[config.mk]
export PLATFORM = sky130hd
export DESIGN_NAME = kuznechik_arbiter
export DESIGN_NICKNAME = d
export VERILOG_FILES = /design/src/rtl/kuznechik_arbiter.sv
export SDC_FILE = /design/constraint.sdc
export NUM_CORES = 1
export LEC_CHECK = 0
export BUFFER_PORTS_ARGS = -buffer_cell sky130_fd_sc_hd__buf_2
export CELL_PAD_IN_SITES_DETAIL_PLACEMENT = 0
export CELL_PAD_IN_SITES_GLOBAL_PLACEMENT = 1
export CORE_AREA = 5 5 310 312
export CTS_CLUSTER_DIAMETER = 100
export DETAILED_ROUTE_END_ITERATION = 10
export DIE_AREA = 0 0 315 317
export PLACE_DENSITY = 0.48
export SLEW_MARGIN = 5
export SYNTH_ARGS = -nofsm -noshare
export SYNTH_HDL_FRONTEND = slang
export SYNTH_SLANG_ARGS = --single-unit
export TNS_END_PERCENT = 20
[constraint.sdc]
create_clock -name clk_i -period 5.5 [get_ports clk_i]
set_clock_uncertainty 0.15 [all_clocks]
set_input_delay 0.275 -clock clk_i [delete_from_list [all_inputs] [get_ports clk_i]]
set_output_delay 0.275 -clock clk_i [all_outputs]
set_load 0.01 [all_outputs]
[src/rtl/kuznechik_arbiter.sv]
// Two-client front end for a Kuznechik block-cipher core.
// Clients post 128-bit plaintext blocks. One block at a time is handed to the
// core. The ciphertext is returned to the requester and held until that client
// acknowledges it. The owner pointer also drives round-robin arbitration when
// RR_EN is set; otherwise client 0 has fixed priority.
module kuznechik_arbiter #(
  parameter int RR_EN = 1
) (
  input  logic         clk_i,
  input  logic         resetn_i,

  input  logic         c0_req_i,
  input  logic [127:0] c0_data_i,
  output logic         c0_gnt_o,
  output logic         c0_valid_o,
  output logic [127:0] c0_data_o,
  input  logic         c0_ack_i,

  input  logic         c1_req_i,
  input  logic [127:0] c1_data_i,
  output logic         c1_gnt_o,
  output logic         c1_valid_o,
  output logic [127:0] c1_data_o,
  input  logic         c1_ack_i,

  output logic         core_request_o,
  output logic [127:0] core_data_o,
  input  logic         core_busy_i,
  input  logic         core_valid_i,
  input  logic [127:0] core_data_i,
  output logic         core_ack_o,

  output logic         busy_o,
  output logic         owner_o,
  output logic [15:0]  done_cnt_o
);

  localparam int NCLI = 2;

  typedef enum logic [1:0] {
    S_IDLE    = 2'd0,
    S_ISSUE   = 2'd1,
    S_WAIT    = 2'd2,
    S_DELIVER = 2'd3
  } state_t;

  state_t          r_state;
  state_t          w_state_next;

  // Per-client views of the request side, indexed by client number
  logic [NCLI-1:0] w_req;
  logic [NCLI-1:0] w_ack;
  logic [127:0]    w_cdata [NCLI];

  // Registered per-client handshake outputs and their next values
  logic [NCLI-1:0] r_gnt;
  logic [NCLI-1:0] w_gnt_next;
  logic [NCLI-1:0] r_valid;
  logic [NCLI-1:0] w_valid_next;

  logic            r_owner;
  logic            w_owner_next;
  logic            w_winner;

  // Single-cycle events that drive every state and output change
  logic            w_start;
  logic            w_take;
  logic            w_done;

  logic            r_core_request;
  logic            r_core_ack;
  logic            r_busy;
  logic            w_busy_next;
  logic [127:0]    r_core_data;
  logic [127:0]    w_core_data_next;
  logic [15:0]     r_done_cnt;
  logic [15:0]     w_done_cnt_next;

  assign w_req      = {c1_req_i, c0_req_i};
  assign w_ack      = {c1_ack_i, c0_ack_i};
  assign w_cdata[0] = c0_data_i;
  assign w_cdata[1] = c1_data_i;

  // Pick the winner among the current requesters. Round-robin hands a tie to
  // the client that was not served last time.
  always_comb begin
    w_winner = 1'b0;
    if (w_req == 2'b11) begin
      if (RR_EN != 0) begin
        w_winner = ~r_owner;
      end else begin
        w_winner = 1'b0;
      end
    end else if (w_req[1]) begin
      w_winner = 1'b1;
    end
  end

  // A grant needs an idle arbiter, a requester and a core that is not busy.
  assign w_start = (r_state == S_IDLE) && (|w_req) && !core_busy_i;

  // The core result is accepted in ISSUE as well as WAIT, so a zero-latency
  // core does not lose its answer.
  assign w_take  = ((r_state == S_ISSUE) || (r_state == S_WAIT)) && core_valid_i;

  // Only the owner's ack, while its valid is up, ends a delivery.
  assign w_done  = (r_state == S_DELIVER) && r_valid[r_owner] && w_ack[r_owner];

  // State register; reset abandons any block in flight
  always_ff @(posedge clk_i or negedge resetn_i) begin
    if (!resetn_i) begin
      r_state <= S_IDLE;
    end else begin
      r_state <= w_state_next;
    end
  end

  // Next-state decode
  always_comb begin
    w_state_next = r_state;
    case (r_state)
      S_IDLE: begin
        if (w_start) begin
          w_state_next = S_ISSUE;
        end
      end
      S_ISSUE: begin
        w_state_next = w_take ? S_DELIVER : S_WAIT;
      end
      S_WAIT: begin
        if (w_take) begin
          w_state_next = S_DELIVER;
        end
      end
      S_DELIVER: begin
        if (w_done) begin
          w_state_next = S_IDLE;
        end
      end
      default: begin
        w_state_next = S_IDLE;
      end
    endcase
  end

  // Next values for the shared (non per-client) registered outputs
  always_comb begin
    w_busy_next      = (w_state_next != S_IDLE);
    w_owner_next     = r_owner;
    w_core_data_next = r_core_data;
    w_done_cnt_next  = r_done_cnt;
    if (w_start) begin
      w_owner_next     = w_winner;
      w_core_data_next = w_cdata[w_winner];
    end
    if (w_done) begin
      w_done_cnt_next = r_done_cnt + 16'd1;
    end
  end

  // Per-client grant, valid and ciphertext holding register
  genvar gi;
  generate
    for (gi = 0; gi < NCLI; gi++) begin : g_client
      logic         w_mine;
      logic [127:0] r_cout;

      assign w_mine          = (r_owner == 1'(gi));
      assign w_gnt_next[gi]  = w_start && (w_winner == 1'(gi));
      assign w_valid_next[gi] = (w_take && w_mine) ? 1'b1 :
                                (w_done && w_mine) ? 1'b0 : r_valid[gi];

      // Capture the core result for this client; hold it otherwise
      always_ff @(posedge clk_i or negedge resetn_i) begin
        if (!resetn_i) begin
          r_cout <= '0;
        end else if (w_take && w_mine) begin
          r_cout <= core_data_i;
        end
      end
    end
  endgenerate

  // Registered outputs; owner resets to 1 so client 0 wins the first tie
  always_ff @(posedge clk_i or negedge resetn_i) begin
    if (!resetn_i) begin
      r_gnt          <= '0;
      r_valid        <= '0;
      r_core_request <= 1'b0;
      r_core_ack     <= 1'b0;
      r_busy         <= 1'b0;
      r_owner        <= 1'b1;
      r_core_data    <= '0;
      r_done_cnt     <= '0;
    end else begin
      r_gnt          <= w_gnt_next;
      r_valid        <= w_valid_next;
      r_core_request <= w_start;
      r_core_ack     <= w_take;
      r_busy         <= w_busy_next;
      r_owner        <= w_owner_next;
      r_core_data    <= w_core_data_next;
      r_done_cnt     <= w_done_cnt_next;
    end
  end

  assign c0_gnt_o       = r_gnt[0];
  assign c1_gnt_o       = r_gnt[1];
  assign c0_valid_o     = r_valid[0];
  assign c1_valid_o     = r_valid[1];
  assign c0_data_o      = g_client[0].r_cout;
  assign c1_data_o      = g_client[1].r_cout;
  assign core_request_o = r_core_request;
  assign core_data_o    = r_core_data;
  assign core_ack_o     = r_core_ack;
  assign busy_o         = r_busy;
  assign owner_o        = r_owner;
  assign done_cnt_o     = r_done_cnt;

endmodule

# Word-level counts from Yosys, hierarchy flattened
# Index checks and enable logic that the tools add are counted.
# word_totals
out_inout_bits	408
reg_bits	410
inputBits	392
# op_classes
n_eq_ne	4
muxes	18
n_bitwise	3
order_cmp	2
n_addsub	1
reduce_logical	18
# op_table
op	count
two-way mux 128 bit	3
adder 16 x 1 -> 16 bit, second input constant	1
logical AND 1 bit	11
two-way mux 1 bit	11
one-hot mux 2 bit (4 select lines)	1
equality test 2 bit, second input constant	3
two-way mux 2 bit	3
nonzero test 2 bit	3
equality test 2 x 1 -> 1 bit, second input constant	1
greater-or-equal comparator 2 bit, second input constant	1
logical NOT 2 bit	1
less-than comparator 1 x 2 -> 1 bit, second input constant	1
inverter 1 bit	2
inverter 1 -> 2 bit	1
OR reduction 2 bit	1
logical NOT 1 bit	1
logical OR 1 bit	1

# Logic depth before layout (Yosys ltp)
# logic_depth
depth_word	7
depth_mapped	9

# Worst setup path before layout
# No wires, ideal clock.
# synth_path
path_type	flip-flop to flip-flop
startpoint	reg r_state[0]
endpoint	reg g_client[0].r_cout[118] (netlist: c0_data_o[118])
setup_time_ns	0.125
required_time_ns	5.225
slack_ns	3.496
arrival_time_ns	1.730
stages_incl_launch_ff	8
cell_sequence	dfrtp_1 > inv_1 > ha_1 > and2_1 > nand2b_1 > buf_2 > buf_2 > mux2_2
# synth_between
elab_chain_len	4
# synth_rtl
element	line_no	text
start, declared	47	state_t r_state;
start signal, assigned	114	r_state <= w_state_next;
equality test 2 x 1 -> 1 bit or equality test 2 bit (tied branches)	104	assign w_take = ((r_state == S_ISSUE) || (r_state == S_WAIT)) && core_valid_i;
logical OR 1 bit (*)	104	
logical AND 1 bit (*)	104	
named net w_take	67	logic w_take;
logical AND 1 bit (*)	177	end else if (w_take && w_mine) begin
end signal, assigned	178	r_cout <= core_data_i;
end, declared	166	logic [127:0] r_cout;
# Mark *: on every way through the listed nets, which the timed path passes. The rest lies on a longest branch.
# A chain may end at the register's enable or synchronous reset.

# Final worst setup path
# layout_path
startpoint	reg r_state[1]
endpoint	reg r_core_data[20] (netlist: core_data_o[20])
# layout_between
elab_chain_len	3
# layout_rtl
element	line_no	text
logical NOT 2 bit	100	assign w_start = (r_state == S_IDLE) && (|w_req) && !core_busy_i;
logical AND 1 bit (2 in series)	100	
end signal, assigned	202	r_core_data <= w_core_data_next;
end, declared	74	logic [127:0] r_core_data;
# Every way passes these cells.

==> flow_metrics.tcl <==
set metrics [dict create \
    whs_path_depth 4 \
    cts_tree "yes" \
    slowest_stage "and3_4" \
    power_frac_comb_pct 5.7 \
    setup-violations-final 0 \
    synthCells 1074 \
    period_share_pct 60.9 \
    row_count 112 \
    hold_class "primary input to flop" \
    cts_root_buf "clkbuf_16" \
    finalHoldViolations 0 \
    cp_max_fo 79 \
    crit_family "buffers and inverters" \
    critical_path_class "flop to flop" \
    yosysUniqueCellTypes 37 \
    p_switching_mw 1.54 \
    top_level_ports 800 \
    cap_violations 0 \
    die-area_sq_um 99900 \
    timing.fmax_ghz 0.298 \
    port_buffers 799 \
    ir_drop_uv 193 \
    vias 14000 \
    cts_sinks 410 \
    r2r_end "core_data_o[20]$_DFFE_PN0P_" \
    netlist_area_sq_um 16200 \
    hold_path_end "r_state[1]$_DFF_PN0_" \
    die_w_um 315 \
    ys_seq_elements 410 \
    post-route-drc-count 0 \
    intPower_mw 5.31 \
    cp_cell_sequence "inv_1, ha_1, nor2b_1, and3_4, buf_12, a22o_1, a21o_1, dlygate4sd3_1" \
    synth_flop_cell "dfrtp_1" \
    end_kind "flop" \
    clockBufferDepth 3 \
    maxSlewViolCount 0 \
    drtAntennaViolNets 0 \
    rsz0062_at_grt "no" \
    cts.repair.resized 0 \
    start_util_pct 17.5 \
    stdcell_count 3557 \
    wl_um 69900 \
    ys_warn_count 0 \
    relSlewSlack_pct 37.3 \
    track_usage_pct 13.1 \
    dp_cells 3068 \
    grt_first_pass_wirelength_um 100000 \
    finish.utilization_pct 29.4 \
    overflow 0 \
    synthArstFlopShare_pct 100 \
    place.gp.congestion 0.837 \
    seq_power_share_pct 44.0 \
    yosysSeqAreaShare_pct 63.2 \
    drive_gt1_share_pct 50.7 \
    path_buf_inv 3 \
    min-delay-start "c0_req_i" \
    p_leak_nw 16.2 \
    outcome "finished clean" \
    worstReg2RegStart "r_state[1]$_DFF_PN0_" \
    grt_max_degree 133 \
    slowest_delay_ps 750 \
    crit_required_ps 5880 \
    grt_pass1_vias 15400 \
    clk_latency_ps 600 \
    clkPwrFrac_pct 50.3 \
    power.share.switching_pct 22.5 \
    wl_per_cell_um 19.6 \
    dr.pass1.iters 5 \
    dp_hpwl_um 50200 \
    nets 2655 \
    worst_pin_slew_ps 940 \
    areaGrowthSynthToFinish_pct 67.8 \
    startpoint "r_state[1]$_DFF_PN0_" \
    antenna_found_initial 14 \
    avgSynthCellArea_sq_um 15.1 \
    arrival_ps 3730 \
    dieHeight_um 317 \
    cts_buffers 52 \
    syn_nets 1472 \
    fin_crit_ps 3350 \
    drt_iter0_markers 684 \
    viasPerCell 3.93 \
    power_density_nw_per_um2 252 \
    r2r_cells 8 \
    finalSetupTns_ps 0 \
    r2r_slack_ps 2150 \
    startpoint_type "flop" \
    num-fill-cells 9604 \
    multiInputGateArea_sq_um 5550 \
    synth_edf_count 0 \
    htree_num_levels 2 \
    clkTransAtPathRegs_ps 60 \
    regArea_sq_um 10300 \
    core_area_sq_um 92800 \
]
[logic make-up after synthesis]
family	share of synthesized area, %
adders and majority gates	0.463
and+or+nand+nor	1.37
DFF	63.2
buffers and inverters	2.79
muxes	17.8
xor gates and xnor gates	0.810
AOI/OAI and AO/OA	13.5
[stage by stage]
| step | hold WS [ps] | total power, mW | cell area, sq um | setup WS (ps) |
|---|---|---|---|---|
| 3_5_place_dp | 235 | 3.31 | 21600 | 2500 |
| 5_1_grt | 108 | 7.15 | 27200 | 2000 |
| 4_1_cts | 27.1 | 7.02 | 27200 | 2200 |
| 3_3_place_gp | 221 | 3.31 | 21600 | 2560 |
| 2_1_floorplan | -171 | 3.08 | 16200 | 3500 |
| 6_report | 78.8 | 6.85 | 27200 | 2150 |
[sequential cells by signal, indices dropped and copies added (netlist names)]
register / cells
busy_o: 1
c0_data_o: 128
c1_data_o: 128
core_ack_o: 1
core_data_o: 128
core_request_o: 1
done_cnt_o: 16
owner_o: 1
r_gnt: 2
r_state: 2
r_valid: 2
[cell usage in the layout, fill, tap and decap left out, types with 7 or more instances in the layout]
cell,instances
a21o_1,129
mux2_2,257
dfrtp_1,409
buf_2,798
clkbuf_1,11
a22o_1,128
clkbuf_8,12
nand3_1,7
nand2_1,12
buf_12,7
clkbuf_16,53
dlygate4sd3_1,389
xnor2_1,12
clkinv_2,11
[tightest hold or removal path, delay by kind of cell]
kind	cells	cell delay, ps
compound gates	2	250
buf+inv	1	130
simple gates	1	120
[metal layers]
layer / vias to the layer above / part of all wire [%] / GRT usage (%)
met5: - / 0.15 / 0
met4: 16 / 3.3 / 4.30
met3: 118 / 10 / 5.55
met2: 569 / 49 / 22.7
met1: 6988 / 38 / 14.6
li1: 6295 / - / -
[area by class of cell]
class / count / area share, %
Sequential cell: 410 / 37.7
Timing Repair Buffer: 1201 / 29.7
Multi-Input combinational cell: 586 / 20.4
Tap cell: 1254 / 5.76
Clock buffer: 76 / 5.63
Clock inverter: 20 / 0.721
Inverter: 6 / 0.0827
Antenna cell: 4 / 0.0368
[synth_stat cells, types with 3 or more instances]
| cell type | instances | area [sq um] |
|---|---|---|
| nand4_1 | 5 | 31.3 |
| xor2_1 | 3 | 26.3 |
| mux2_2 | 257 | 2890 |
| buf_2 | 53 | 265 |
| buf_6 | 12 | 135 |
| a21o_1 | 129 | 968 |
| nand3_1 | 7 | 35.0 |
| inv_1 | 6 | 22.5 |
| a22o_1 | 128 | 1120 |
| nand2_1 | 13 | 48.8 |
| ha_1 | 6 | 75.1 |
| clkbuf_1 | 6 | 22.5 |
| dfrtp_1 | 409 | 10200 |
| xnor2_1 | 12 | 105 |
[worst max path at each step]
stage                                  endpoint  slack [ps]  cells past startpoint
floorplan            c0_data_o[118]$_DFFE_PN0P_        3500                      7
global placement     c0_data_o[105]$_DFFE_PN0P_        2560                      6
detailed placement    c0_data_o[21]$_DFFE_PN0P_        2500                      6
CTS                 core_data_o[36]$_DFFE_PN0P_        2200                      8
global route        core_data_o[52]$_DFFE_PN0P_        2000                      8
finish              core_data_o[20]$_DFFE_PN0P_        2150                      8
[power groups by stage]
stage,combinational (mW),clock [mW],sequential [mW]
2_1_floorplan,0.00346,0,3.07
3_3_place_gp,0.238,0,3.07
3_5_place_dp,0.242,0,3.07
4_1_cts,0.401,3.60,3.02
5_1_grt,0.431,3.70,3.02
6_report,0.390,3.45,3.02
[repair_timing]
action | 4_1_cts | 5_1_grt
setup buffers | 0 | 0
endpoints found under the hold margin | 485 | 0
hold buffers | 389 | 0
Note: power is estimated with default switching activity, not from simulation.
